===== src/rtl/fp_divsqrt_allocator_if.sv =====
// Issue-side / lane-side bundle for the FP div/sqrt lane allocator.
// master: issue/select + lane controllers (drive requests, releases, flushes)
// slave : the allocator (drives grants, acquire strobes, ownership status)
interface fp_divsqrt_allocator_if #(
  parameter int unsigned NUM_REQ  = 2,
  parameter int unsigned NUM_UNIT = 2,
  parameter int unsigned AL_W     = 6
);
  localparam int unsigned UW   = (NUM_UNIT > 1) ? $clog2(NUM_UNIT) : 1;
  localparam int unsigned FC_W = $clog2(NUM_UNIT + 1);

  logic [NUM_REQ-1:0]                 acqReq;
  logic [NUM_REQ-1:0][AL_W-1:0]       acqPtr;
  logic [NUM_REQ-1:0]                 acqGrant;
  logic [NUM_REQ-1:0][UW-1:0]         acqUnit;
  logic [NUM_UNIT-1:0]                unitAcquire;
  logic [NUM_UNIT-1:0][AL_W-1:0]      unitAcquirePtr;
  logic [NUM_UNIT-1:0]                relValid;
  logic                               flushValid;
  logic                               flushAll;
  logic [AL_W-1:0]                    flushHead;
  logic [AL_W-1:0]                    flushTail;
  logic [NUM_UNIT-1:0]                unitOwned;
  logic [FC_W-1:0]                    freeCount;

  modport master (
    output acqReq, acqPtr, relValid, flushValid, flushAll, flushHead, flushTail,
    input  acqGrant, acqUnit, unitAcquire, unitAcquirePtr, unitOwned, freeCount
  );

  modport slave (
    input  acqReq, acqPtr, relValid, flushValid, flushAll, flushHead, flushTail,
    output acqGrant, acqUnit, unitAcquire, unitAcquirePtr, unitOwned, freeCount
  );
endinterface


===== src/rtl/fp_divsqrt_allocator.sv =====
// FP div/sqrt lane allocator.
// Grants free lanes to issue-side requesters in round-robin order (same-cycle
// grant), tracks per-lane ownership and owner pointer, and frees lanes on
// release or when the owner is squashed by a selective/full flush.
// Ports: clk, rst (sync, active-high), bus (slave side of the bundle):
//   acqReq/acqPtr in, acqGrant/acqUnit out (comb), unitAcquire/unitAcquirePtr
//   out (comb), relValid/flush* in, unitOwned/freeCount out (registered).
module fp_divsqrt_allocator #(
  parameter int unsigned NUM_REQ  = 2,
  parameter int unsigned NUM_UNIT = 2,
  parameter int unsigned AL_W     = 6
) (
  input logic                   clk,
  input logic                   rst,
  fp_divsqrt_allocator_if.slave bus
);
  localparam int unsigned UW   = (NUM_UNIT > 1) ? $clog2(NUM_UNIT) : 1;
  localparam int unsigned UW_R = (NUM_REQ > 1) ? $clog2(NUM_REQ) : 1;
  localparam int unsigned FC_W = $clog2(NUM_UNIT + 1);

  typedef enum logic {LANE_FREE, LANE_OWNED} lane_state_e;

  lane_state_e                   lane_state [NUM_UNIT];
  logic [NUM_UNIT-1:0][AL_W-1:0] owner_ptr;
  logic [UW_R-1:0]               rr_ptr;
  logic [FC_W-1:0]               free_cnt;

  logic [NUM_REQ-1:0]            grant;
  logic [NUM_REQ-1:0][UW-1:0]    unit_sel;
  logic [NUM_UNIT-1:0]           acq;
  logic [NUM_UNIT-1:0][AL_W-1:0] acq_ptr;
  logic [NUM_UNIT-1:0]           given;
  logic                          any_grant;
  logic [UW_R-1:0]               last_r;
  logic [UW_R-1:0]               r_idx;
  logic [UW_R-1:0]               rr_next;
  logic                          found;
  int unsigned                   r_sum;

  logic [NUM_UNIT-1:0]           owned_q;
  logic [NUM_UNIT-1:0]           drop;
  logic [NUM_UNIT-1:0]           owned_next;
  logic [AL_W-1:0]               owner_off;
  logic [AL_W-1:0]               range_len;
  logic [FC_W-1:0]               owned_cnt;
  logic [FC_W-1:0]               free_next;

  always_comb begin
    for (int u = 0; u < int'(NUM_UNIT); u++) begin
      owned_q[u] = (lane_state[u] == LANE_OWNED);
    end
  end

  // Round-robin arbitration: walk requesters from rr_ptr, each takes the
  // lowest free lane not already handed out this cycle.
  always_comb begin
    grant     = '0;
    unit_sel  = '0;
    acq       = '0;
    acq_ptr   = '0;
    given     = '0;
    any_grant = 1'b0;
    last_r    = '0;
    r_idx     = '0;
    found     = 1'b0;
    r_sum     = 0;
    if (!rst && !bus.flushValid) begin
      for (int unsigned i = 0; i < NUM_REQ; i++) begin
        r_sum = 32'(rr_ptr) + i;
        if (r_sum >= NUM_REQ) r_sum = r_sum - NUM_REQ;
        r_idx = UW_R'(r_sum);
        found = 1'b0;
        for (int u = 0; u < int'(NUM_UNIT); u++) begin
          if (bus.acqReq[r_idx] && !found && !owned_q[u] && !given[u]) begin
            found           = 1'b1;
            given[u]        = 1'b1;
            acq[u]          = 1'b1;
            acq_ptr[u]      = bus.acqPtr[r_idx];
            grant[r_idx]    = 1'b1;
            unit_sel[r_idx] = UW'(u);
            any_grant       = 1'b1;
            last_r          = r_idx;
          end
        end
      end
    end
  end

  always_comb begin
    rr_next = rr_ptr;
    if (any_grant) begin
      rr_next = (last_r == UW_R'(NUM_REQ - 1)) ? '0 : last_r + UW_R'(1);
    end
  end

  // Drop ownership on release or flush; the modular offset test handles
  // ranges that wrap past the top of the active list.
  always_comb begin
    drop       = '0;
    owned_next = '0;
    owner_off  = '0;
    owned_cnt  = '0;
    range_len  = bus.flushTail - bus.flushHead;
    for (int u = 0; u < int'(NUM_UNIT); u++) begin
      owner_off = owner_ptr[u] - bus.flushHead;
      drop[u]   = owned_q[u] &&
                  (bus.relValid[u] ||
                   (bus.flushValid && (bus.flushAll || (owner_off < range_len))));
      owned_next[u] = (owned_q[u] && !drop[u]) || acq[u];
      owned_cnt     = owned_cnt + FC_W'(owned_next[u]);
    end
    free_next = FC_W'(NUM_UNIT) - owned_cnt;
  end

  // Lane state, owner pointers, round-robin pointer and free count.
  always_ff @(posedge clk) begin
    if (rst) begin
      for (int u = 0; u < int'(NUM_UNIT); u++) begin
        lane_state[u] <= LANE_FREE;
      end
      owner_ptr <= '0;
      rr_ptr    <= '0;
      free_cnt  <= FC_W'(NUM_UNIT);
    end else begin
      for (int u = 0; u < int'(NUM_UNIT); u++) begin
        lane_state[u] <= owned_next[u] ? LANE_OWNED : LANE_FREE;
        if (acq[u]) owner_ptr[u] <= acq_ptr[u];
      end
      rr_ptr   <= rr_next;
      free_cnt <= free_next;
    end
  end

  assign bus.acqGrant       = grant;
  assign bus.acqUnit        = unit_sel;
  assign bus.unitAcquire    = acq;
  assign bus.unitAcquirePtr = acq_ptr;
  assign bus.unitOwned      = owned_q;
  assign bus.freeCount      = free_cnt;

endmodule


===== src/flat_wrapper.sv =====
// flat-port wrapper written by rule: the top's interface ports become plain ports
module fp_divsqrt_allocator_flat 
#(
  parameter int unsigned NUM_REQ  = 2,
  parameter int unsigned NUM_UNIT = 2,
  parameter int unsigned AL_W     = 6
)
  (clk, rst, bus_acqReq, bus_acqPtr, bus_relValid, bus_flushValid, bus_flushAll, bus_flushHead, bus_flushTail, bus_acqGrant, bus_acqUnit, bus_unitAcquire, bus_unitAcquirePtr, bus_unitOwned, bus_freeCount);
  fp_divsqrt_allocator_if #(.NUM_REQ(NUM_REQ), .NUM_UNIT(NUM_UNIT), .AL_W(AL_W)) bus_i ();
  input logic clk;
  input logic rst;
  input wire logic [$bits(bus_i.acqReq)-1:0] bus_acqReq;
  input wire logic [$bits(bus_i.acqPtr)-1:0] bus_acqPtr;
  input wire logic [$bits(bus_i.relValid)-1:0] bus_relValid;
  input wire logic [$bits(bus_i.flushValid)-1:0] bus_flushValid;
  input wire logic [$bits(bus_i.flushAll)-1:0] bus_flushAll;
  input wire logic [$bits(bus_i.flushHead)-1:0] bus_flushHead;
  input wire logic [$bits(bus_i.flushTail)-1:0] bus_flushTail;
  output wire logic [$bits(bus_i.acqGrant)-1:0] bus_acqGrant;
  output wire logic [$bits(bus_i.acqUnit)-1:0] bus_acqUnit;
  output wire logic [$bits(bus_i.unitAcquire)-1:0] bus_unitAcquire;
  output wire logic [$bits(bus_i.unitAcquirePtr)-1:0] bus_unitAcquirePtr;
  output wire logic [$bits(bus_i.unitOwned)-1:0] bus_unitOwned;
  output wire logic [$bits(bus_i.freeCount)-1:0] bus_freeCount;
  assign bus_i.acqReq = bus_acqReq;
  assign bus_i.acqPtr = bus_acqPtr;
  assign bus_i.relValid = bus_relValid;
  assign bus_i.flushValid = bus_flushValid;
  assign bus_i.flushAll = bus_flushAll;
  assign bus_i.flushHead = bus_flushHead;
  assign bus_i.flushTail = bus_flushTail;
  assign bus_acqGrant = bus_i.acqGrant;
  assign bus_acqUnit = bus_i.acqUnit;
  assign bus_unitAcquire = bus_i.unitAcquire;
  assign bus_unitAcquirePtr = bus_i.unitAcquirePtr;
  assign bus_unitOwned = bus_i.unitOwned;
  assign bus_freeCount = bus_i.freeCount;
  fp_divsqrt_allocator #(.NUM_REQ(NUM_REQ), .NUM_UNIT(NUM_UNIT), .AL_W(AL_W)) u_core (.clk(clk), .rst(rst), .bus(bus_i));
endmodule

===== config.mk =====
export PLATFORM = sky130hd
export DESIGN_NAME = fp_divsqrt_allocator_flat
export DESIGN_NICKNAME = d
export VERILOG_FILES = /design/src/rtl/fp_divsqrt_allocator_if.sv /design/src/rtl/fp_divsqrt_allocator.sv /design/src/flat_wrapper.sv
export SDC_FILE = /design/constraint.sdc
export NUM_CORES = 1
export LEC_CHECK = 0
export BUFFER_PORTS_ARGS = -buffer_cell sky130_fd_sc_hd__buf_2
export CAP_MARGIN = 20
export CORE_MARGIN = 3
export CORE_UTILIZATION = 50
export DETAILED_ROUTE_END_ITERATION = 8
export PLACE_DENSITY = 0.8
export SYNTH_ARGS = -nofsm -noshare
export SYNTH_HDL_FRONTEND = slang
export SYNTH_SLANG_ARGS = --single-unit

===== constraint.sdc =====
create_clock -name clk -period 9.03 [get_ports clk]
set_clock_uncertainty 0.2 [all_clocks]
set_input_delay 1.3545 -clock clk [delete_from_list [all_inputs] [get_ports clk]]
set_output_delay 1.3545 -clock clk [all_outputs]
set_load 0.01 [all_outputs]

# [Yosys cells after proc, flatten, opt, wreduce, memory -nomap -nowiden]
# Memory sizes are Yosys's and may differ from the RTL's.
# Cells that the tools add are included.
[word_totals] regBits=15 ram_bits=2 n_memories=1
[memory_table] memory="u_core.lane_state" words=2 width=1 rd=2 rd_clocked_by_memory_dff=0 write_ports=2 line="fp_divsqrt_allocator.sv:23" rtl="lane_state_e lane_state [NUM_UNIT];"
[op_classes] add_sub_neg=9 n_lt_le_gt_ge=8 mux=62 bitwise_logic=9 reduce_logical=32
[ops] cell="$mux W6" n=8
[ops] cell="$mux W1" n=35
[ops] cell="$mux W2" n=16
[ops] cell="$sub A6 B6 Y6" n=3
[ops] cell="$logic_and A1 B1 Y1" n=17
[ops] cell="$lt A6 B6 Y1" n=2
[ops] cell="$mux W12" n=1
[ops] cell="$or A2 B2 Y2" n=5
[ops] cell="$logic_not A1 Y1" n=9
[ops] cell="$logic_or A1 B1 Y1" n=6
[ops] cell="$lt A1 B2 Y1 const B" n=2
[ops] cell="$add A1 B1 Y2" n=1
[ops] cell="$add A1 B1 Y2 const B" n=1
[ops] cell="$and A2 B2 Y2" n=1
[ops] cell="$demux W1 S1" n=2
[ops] cell="$ge A1 B1 Y1 const B" n=2
[ops] cell="$ge A1 B2 Y1 const B" n=1
[ops] cell="$ge A2 B2 Y1 const B" n=1
[ops] cell="$not A2 Y2" n=1
[ops] cell="$or A1 B1 Y1" n=2
[ops] cell="$sub A1 B1 Y1 const B" n=2
[ops] cell="$sub A2 B2 Y2 const A" n=1
[ops] cell="$add A1 B1 Y1 const B" n=1

# [Depth between registers and ports, before layout]
# Gate-level depths: netlist of run 1.
[logic_depth] ltp_word=21 mapped_depth=14 depth_no_buf=14

# [Worst setup path before layout of run 1]
# OpenSTA, ideal clock, no wires.
[synth_path] path_type="input to output" startpoint="input port rst" endpoint="output port bus_acqUnit[1]" arrival_time_ns=2.621 required_time_ns=7.476 slack_ns=4.854 path_stages=5 path_buffers=2 cell_sequence="clkbuf_1 > or2_2 > buf_2 > nor3b_1 > and2_1"
[synth_via] elab_chain_len=3
[synth_lines] element="start, declared" line="flat_wrapper.sv:11" rtl="input logic rst;"
[synth_lines] element="$logic_not A1 Y1" line="fp_divsqrt_allocator.sv:67" rtl="if (!rst && !bus.flushValid) begin"
[synth_lines] element="$logic_and A1 B1 Y1" line="fp_divsqrt_allocator.sv:67"
[synth_lines] element="$mux W2" line="fp_divsqrt_allocator.sv:67"
[synth_lines] element="end, declared" line="flat_wrapper.sv:20" rtl="output wire logic [$bits(bus_i.acqUnit)-1:0] bus_acqUnit;"
# Every way passes these cells.

# [Final worst setup path of run 1]
[layout_path] startpoint="input port bus_acqReq[0]" endpoint="output port bus_unitAcquirePtr[2]"
[layout_via] elab_chain_len=9 elab_cells_between_ends=13 classes_between="9 x mux; 4 x reduce/logical"
[layout_lines] element="start, declared" line="flat_wrapper.sv:12" rtl="input wire logic [$bits(bus_i.acqReq)-1:0] bus_acqReq;"
[layout_lines] element="$mux W1 (not written as such) (2 in series)" line="fp_divsqrt_allocator.sv:74" rtl="if (bus.acqReq[r_idx] && !found && !owned_q[u] && !given[u]) begin"
[layout_lines] element="$logic_and A1 B1 Y1" line="fp_divsqrt_allocator.sv:74"
[layout_lines] element="$mux W1" line="fp_divsqrt_allocator.sv:74"
[layout_lines] element="$mux W1" line="fp_divsqrt_allocator.sv:67"
[layout_lines] element="$logic_not A1 Y1" line="fp_divsqrt_allocator.sv:74"
[layout_lines] element="$logic_and A1 B1 Y1" line="fp_divsqrt_allocator.sv:74"
[layout_lines] element="$mux W6 (*)" line="fp_divsqrt_allocator.sv:74"
[layout_lines] element="$mux W12 (*)" line="fp_divsqrt_allocator.sv:67"
[layout_lines] element="end, declared" line="flat_wrapper.sv:22" rtl="output wire logic [$bits(bus_i.unitAcquirePtr)-1:0] bus_unitAcquirePtr;"
# Mark *: on every way between the ends. The rest lies on a longest branch, timed or not. The select of a mux whose other input is x is not followed.

==> results of run 1 <==
metrics by stage:
stage	instance area (µm²)	worst slack [ns]
detailed placement	2250	4.36
global route	2300	4.15
floorplan	2010	4.85
finish	2300	4.31
global placement	2250	4.44
CTS	2300	4.36
Yosys cell counts, types with 2 or more instances:
| master | n | area share (%) |
|---|---|---|
| nand2_1 | 9 | 1.7 |
| o21bai_1 | 2 | 0.75 |
| inv_1 | 15 | 2.8 |
| ha_1 | 24 | 15 |
| nor2b_1 | 3 | 0.94 |
| dfxtp_1 | 17 | 17 |
| a211oi_1 | 2 | 0.75 |
| a221oi_2 | 3 | 2.2 |
| clkbuf_1 | 2 | 0.37 |
| a22oi_1 | 6 | 2.2 |
| a22oi_2 | 6 | 3.7 |
| a21o_1 | 24 | 9.0 |
| buf_6 | 2 | 1.1 |
| o21ai_0 | 4 | 1.0 |
| a221oi_1 | 9 | 3.9 |
| nor3b_1 | 3 | 1.1 |
| fa_1 | 3 | 3.0 |
| a31oi_1 | 2 | 0.62 |
| nand2b_1 | 2 | 0.62 |
| nor2_1 | 13 | 2.4 |
| or2_2 | 2 | 0.62 |
| buf_4 | 3 | 1.1 |
| xor2_1 | 7 | 3.1 |
| buf_2 | 6 | 1.5 |
| xnor2_1 | 10 | 4.4 |
| a21oi_1 | 15 | 3.7 |
| a211oi_2 | 11 | 6.9 |
cell families after synthesis:
group / after synthesis / share of synthesized area [%]
multiplexers: 1 / 0.499
AO/OA/AOI/OAI: 93 / 38.9
adder cells (fa/ha/maj): 28 / 18.5
AND/OR/NAND/NOR: 39 / 10.7
flip-flops: 17 / 17.0
buffers and inverters: 29 / 7.11
XOR/XNOR: 17 / 7.42
power by group through the flow:
stage / logic, µW / registers [µW] / clock network, µW
final: 132 / 85.8 / 55.3
after global placement: 127 / 87.2 / 0
after CTS: 133 / 85.8 / 57.2
after detailed placement: 132 / 87.5 / 0
after floorplan: 102 / 86.1 / 0
after global routing: 149 / 86.5 / 61.7
final cells by class:
cell class	count	share of cell area, %
inverters	15	2.45
multi-input cells	178	66.3
repair buffers	54	11.9
clock inverters	1	0.218
clock buffers	3	1.80
well taps	48	2.61
flip-flops and latches	17	14.8
metal layers:
layer  global-route usage [%]  vias up
li1                         -      918
met1                     22.6      816
met2                     28.9       50
met3                     4.78        2
met4                     1.30        0
met5                        0        -
state kept, by name, indices dropped and copies added, names as in the netlist:
register,count
u_core.owner_ptr,12
u_core.bus.freeCount,2
u_core.lane_state,2
u_core.rr_ptr,1
worst paths after layout:
kind / from / endpoint / slack (ns)
max: bus_acqReq[0] / bus_unitAcquirePtr[2] / 4.31
min: u_core.owner_ptr[6] / u_core.owner_ptr[6] / 0.25
max reg2reg: u_core.owner_ptr[7] / u_core.bus.freeCount[1] / 6.15
min reg2reg: u_core.owner_ptr[6] / u_core.owner_ptr[6] / 0.25
==> results.sh, run 1 <==
export IMPL_yosysWarnings=0
export IMPL_drtIter0Drc=88
export IMPL_antenna_found_initial=0
export IMPL_hold_viol=0
export IMPL_required_ns=7.48
export IMPL_intPower_uw=171
export IMPL_cts_htree_levels=1
export IMPL_routed_wl_mm=4.35
export IMPL_cts_buffers=3
export IMPL_total_power_uw=273
export IMPL_met3_length_um=264
export IMPL_crit_arrival_ns=3.17
export IMPL_synthCells=224
export IMPL_clk_latency_ns=0.25
export IMPL_crit_cells=7
export IMPL_crit_buf_inv=2
export IMPL_vias=1786
export IMPL_cts_setup_buffers=0
export IMPL_path_cells="buf_2 -> nor2b_1 -> a21oi_2 -> nor2_1 -> a22oi_1 -> a211oi_2 -> buf_2"
export IMPL_power_switching_uw=102
export IMPL_wl_met2_mm=2.05
export IMPL_dp_hpwl_mm=3.52
export IMPL_grt_pass1_wl_mm=7.02
export IMPL_clock_sinks=17
export IMPL_regArea_um2=340
export IMPL_status="completed"
export IMPL_grt_max_degree=34
export IMPL_die_w_um=69.4
export IMPL_crit_path_frequent_cell="buf_2"
export IMPL_root_buffer="clkbuf_8"
export IMPL_tns_ns=0
export IMPL_layout_commonest_cell="buf_2"
export IMPL_ir_worst_vdd_mv=0.0760
export IMPL_wl_met1_mm=2.02
export IMPL_synth_flop_cell="dfxtp_1"
export IMPL_grt_pass1_vias=1602
export IMPL_via_per_inst=5.65
export IMPL_mostFrequentLayoutCells="53 x buf_2, 24 x a21o_1, 24 x ha_1"
export IMPL_nets=328
export IMPL_synth_edf_count=0
export IMPL_cpPeakStageDelay_ns=0.63
export IMPL_synth_cell_area_um2=2010
export IMPL_critPathSlowestCell="nor2_1"
export IMPL_fin_util_pct=61.0
export IMPL_power_frac_comb_pct=48.4
export IMPL_power_density_nw_per_um2=119
export IMPL_die_h_um=69.4
export IMPL_finalHoldWorstSlack_ns=0.251
export IMPL_grt_ovfl_total=0
export IMPL_async_reset_ff_share_pct=0
export IMPL_diodes=0
export IMPL_wire_per_inst_um=13.8
export IMPL_power_leakage_uw=0.00116
export IMPL_firstDrtPassIters=5
export IMPL_grt_use_total_pct=17.1
export IMPL_sw_frac_of_total_pct=37.3
export IMPL_relSlewSlack_pct=46.6
export IMPL_rows=22
export IMPL_ys_seq_elements=17
export IMPL_drv_slew=0
export IMPL_synth_distinct_cells=46
export IMPL_cp_end_kind="primary output"
export IMPL_syn_avg_cell_area_um2=8.96
export IMPL_clkTransAtPathRegs_ns=0.06
export IMPL_start_util_pct=53.2
export IMPL_crit_path_max_fanout=12
export IMPL_area_growth_pct=14.6
export IMPL_io_pins=54
export IMPL_reg2regPathDepth=12
export IMPL_min_path_type="flop to flop"
export IMPL_timing_final_crit_share_pct=52.3
export IMPL_rsz0062_at_grt="false"
export IMPL_multiInputGateArea_um2=1520
export IMPL_worstHoldPathCells=1
export IMPL_fp_dieArea_um2=4810
export IMPL_n_fill_cell=348
export IMPL_fmax_mhz=212
export IMPL_drtAntennaViolNets=0
export IMPL_core_area_um2=3770
export IMPL_cts_hold_buf=0
export IMPL_maxCapViolCount=0
export IMPL_route_detailed_drc=0
export IMPL_period_minus_slack_ns=4.72
export IMPL_syn_nets=283
export IMPL_cts_tree="built"
export IMPL_gp_congestion=0.762
export IMPL_setup_violations=0
export IMPL_io_buffers=53
export IMPL_seq_power_share_pct=31.4
export IMPL_crit_type="input port to primary output"
export IMPL_clock_path_buffers=2
export IMPL_critPathLaunchType="input port"
export IMPL_cts_resized=0
export IMPL_synth_seq_area_share_pct=17.0
export IMPL_tightestPinTransition_ns=0.798
export IMPL_clkPwrFrac_pct=20.2
export IMPL_highest_layer="met4"
export IMPL_place_inst=312
export IMPL_final_cells=316
export IMPL_drive_gt1_share_pct=32.5
export IMPL_critical_path_top_delay_family="simple AND/OR/NAND/NOR gates"
No activity file was read; power rests on OpenSTA's default activity.
==> run 2: changes to the inputs <==
clock period = 4.85 ns   (was 9.03 ns; I/O delays follow)
==> run 2 against run 1 <==
Combinational power is 86% higher. Sequential share of layout area stayed put. Power is 86% higher. Worst setup slack worse by 2.9 ns. Die area stayed put.
==> results.sh, run 2 (same netlist as run 1, synthesis figures left out) <==
export IMPL_setup_violations=0
export IMPL_grt_pass1_vias=1678
export IMPL_die_w_um=69.4
export IMPL_tightestPinTransition_ns=0.756
export IMPL_period_minus_slack_ns=3.49
export IMPL_clock_path_buffers=2
export IMPL_maxCapViolCount=0
export IMPL_rrSetupSlack_ns=1.96
export IMPL_root_buffer="clkbuf_8"
export IMPL_grt_max_degree=34
export IMPL_wl_met1_mm=1.97
export IMPL_cts_hold_buf=0
export IMPL_crit_arrival_ns=2.56
export IMPL_nets=328
export IMPL_clk_latency_ns=0.25
export IMPL_cp_end_kind="primary output"
export IMPL_cts_setup_buffers=0
export IMPL_min_path_type="flop to flop"
export IMPL_ir_worst_vdd_mv=0.161
export IMPL_timing_final_crit_share_pct=72.0
export IMPL_clkTransAtPathRegs_ns=0.07
export IMPL_dp_hpwl_mm=3.50
export IMPL_hold_viol=0
export IMPL_fin_area_um2=2300
export IMPL_rows=22
export IMPL_largest_register="u_core.owner_ptr"
export IMPL_fp_dieArea_um2=4810
export IMPL_vias=1779
export IMPL_via_per_inst=5.63
export IMPL_rsz0062_at_grt="false"
export IMPL_place_area_um2=2250
export IMPL_start_util_pct=53.2
export IMPL_firstDrtPassIters=4
export IMPL_crit_path_max_fanout=12
export IMPL_die_h_um=69.4
export IMPL_largest_reg_flops=12
export IMPL_clock_sinks=17
export IMPL_finalHoldWorstSlack_ns=0.256
export IMPL_relSlewSlack_pct=49.4
export IMPL_drtIter0Drc=65
export IMPL_worstHoldPathCells=1
export IMPL_grt_use_total_pct=17.4
export IMPL_core_area_um2=3770
export IMPL_cpPeakStageDelay_ns=0.60
export IMPL_critPathSlowestCell="nor2_1"
export IMPL_fmax_mhz=286
export IMPL_crit_path_frequent_cell="buf_2"
export IMPL_gp_congestion=0.744
export IMPL_drtAntennaViolNets=0
export IMPL_cp_startpoint="bus_acqReq[0]"
export IMPL_cts_htree_levels=1
export IMPL_io_buffers=53
export IMPL_route_detailed_drc=0
export IMPL_reg2reg_to="u_core.bus.freeCount[1]"
export IMPL_cts_resized=0
export IMPL_cts_buffers=3
export IMPL_grt_ovfl_total=0
export IMPL_crit_end="bus_unitAcquirePtr[4]"
export IMPL_grt_pass1_wl_mm=7.21
export IMPL_drv_slew=0
export IMPL_path_cells="buf_2 -> nor2b_1 -> a21oi_2 -> nor2_1 -> a221oi_1 -> a211oi_1 -> buf_2"
export IMPL_status="completed"
export IMPL_routed_wl_mm=4.28
export IMPL_antenna_found_initial=0
export IMPL_cts_tree="built"
export IMPL_power_leakage_uw=0.00116
export IMPL_layout_commonest_cell="buf_2"
export IMPL_io_pins=54
export IMPL_crit_type="input port to primary output"
export IMPL_diodes=0
export IMPL_reg2regPathDepth=12
export IMPL_critPathLaunchType="input port"
export IMPL_r2r_start="u_core.owner_ptr[7]"
export IMPL_drive_gt1_share_pct=32.5
export IMPL_tns_ns=0
export IMPL_met3_length_um=240
export IMPL_mostFrequentLayoutCells="53 x buf_2, 24 x a21o_1, 24 x ha_1"
export IMPL_wire_per_inst_um=13.5
export IMPL_required_ns=3.92
export IMPL_power_density_nw_per_um2=221
export IMPL_highest_layer="met3"
export IMPL_wl_met2_mm=2.07
export IMPL_area_growth_pct=14.6
[run 2: cell counts in the layout (fill, tap and decap cells not counted)]
Identical to the previous run, type by type.
[run 2: power by group]
group | leakage (µW) | switching [µW] | internal (µW)
Sequential | 0.000139 | 9.33 | 150
Combinational | 0.000998 | 133 | 112
Clock | 0.0000255 | 47.2 | 56.9
[run 2: through the flow]
stage | utilization [%] | total power, µW | cells | setup slack [ns]
after floorplan | - | 350 | 224 | 1.47
after global placement | 59.8 | 399 | 312 | 1.26
after detailed placement | 59.8 | 407 | 312 | 1.18
after CTS | 61.0 | 513 | 316 | 1.36
after global routing | 61.0 | 550 | 316 | 1.18
final | 61.0 | 509 | 316 | 1.36
[run 2: how the worst min path moves through the flow]
stage / startpoint / to / slack [ns]
after floorplan: u_core.owner_ptr[0] / u_core.owner_ptr[0] / 0.23
after global placement: u_core.owner_ptr[6] / u_core.owner_ptr[6] / 0.23
after detailed placement: u_core.owner_ptr[6] / u_core.owner_ptr[6] / 0.24
after CTS: u_core.owner_ptr[6] / u_core.owner_ptr[6] / 0.26
after global routing: u_core.owner_ptr[6] / u_core.owner_ptr[6] / 0.27
final: u_core.owner_ptr[6] / u_core.owner_ptr[6] / 0.26
[run 2: layout make-up]
class,count,area (µm²)
Fill cell,353,1470
Inverter,15,56.3
Sequential cell,17,340
Clock buffer,3,41.3
Timing Repair Buffer,54,273
Tap cell,48,60.1
Clock inverter,1,5.00
Multi-Input combinational cell,178,1520
[run 2: metal layers]
layer | GRT usage, % | up-vias
li1 | - | 919
met1 | 22.5 | 817
met2 | 30.6 | 43
met3 | 3.91 | 0
met4 | 1.30 | 0
met5 | 0 | -
[run 2: worst max-delay path: cells and delay by family]
family | cells | cell delay (ns)
simple gates | 2 | 0.83
buf+inv | 2 | 0.37
compound gates | 3 | 0.64
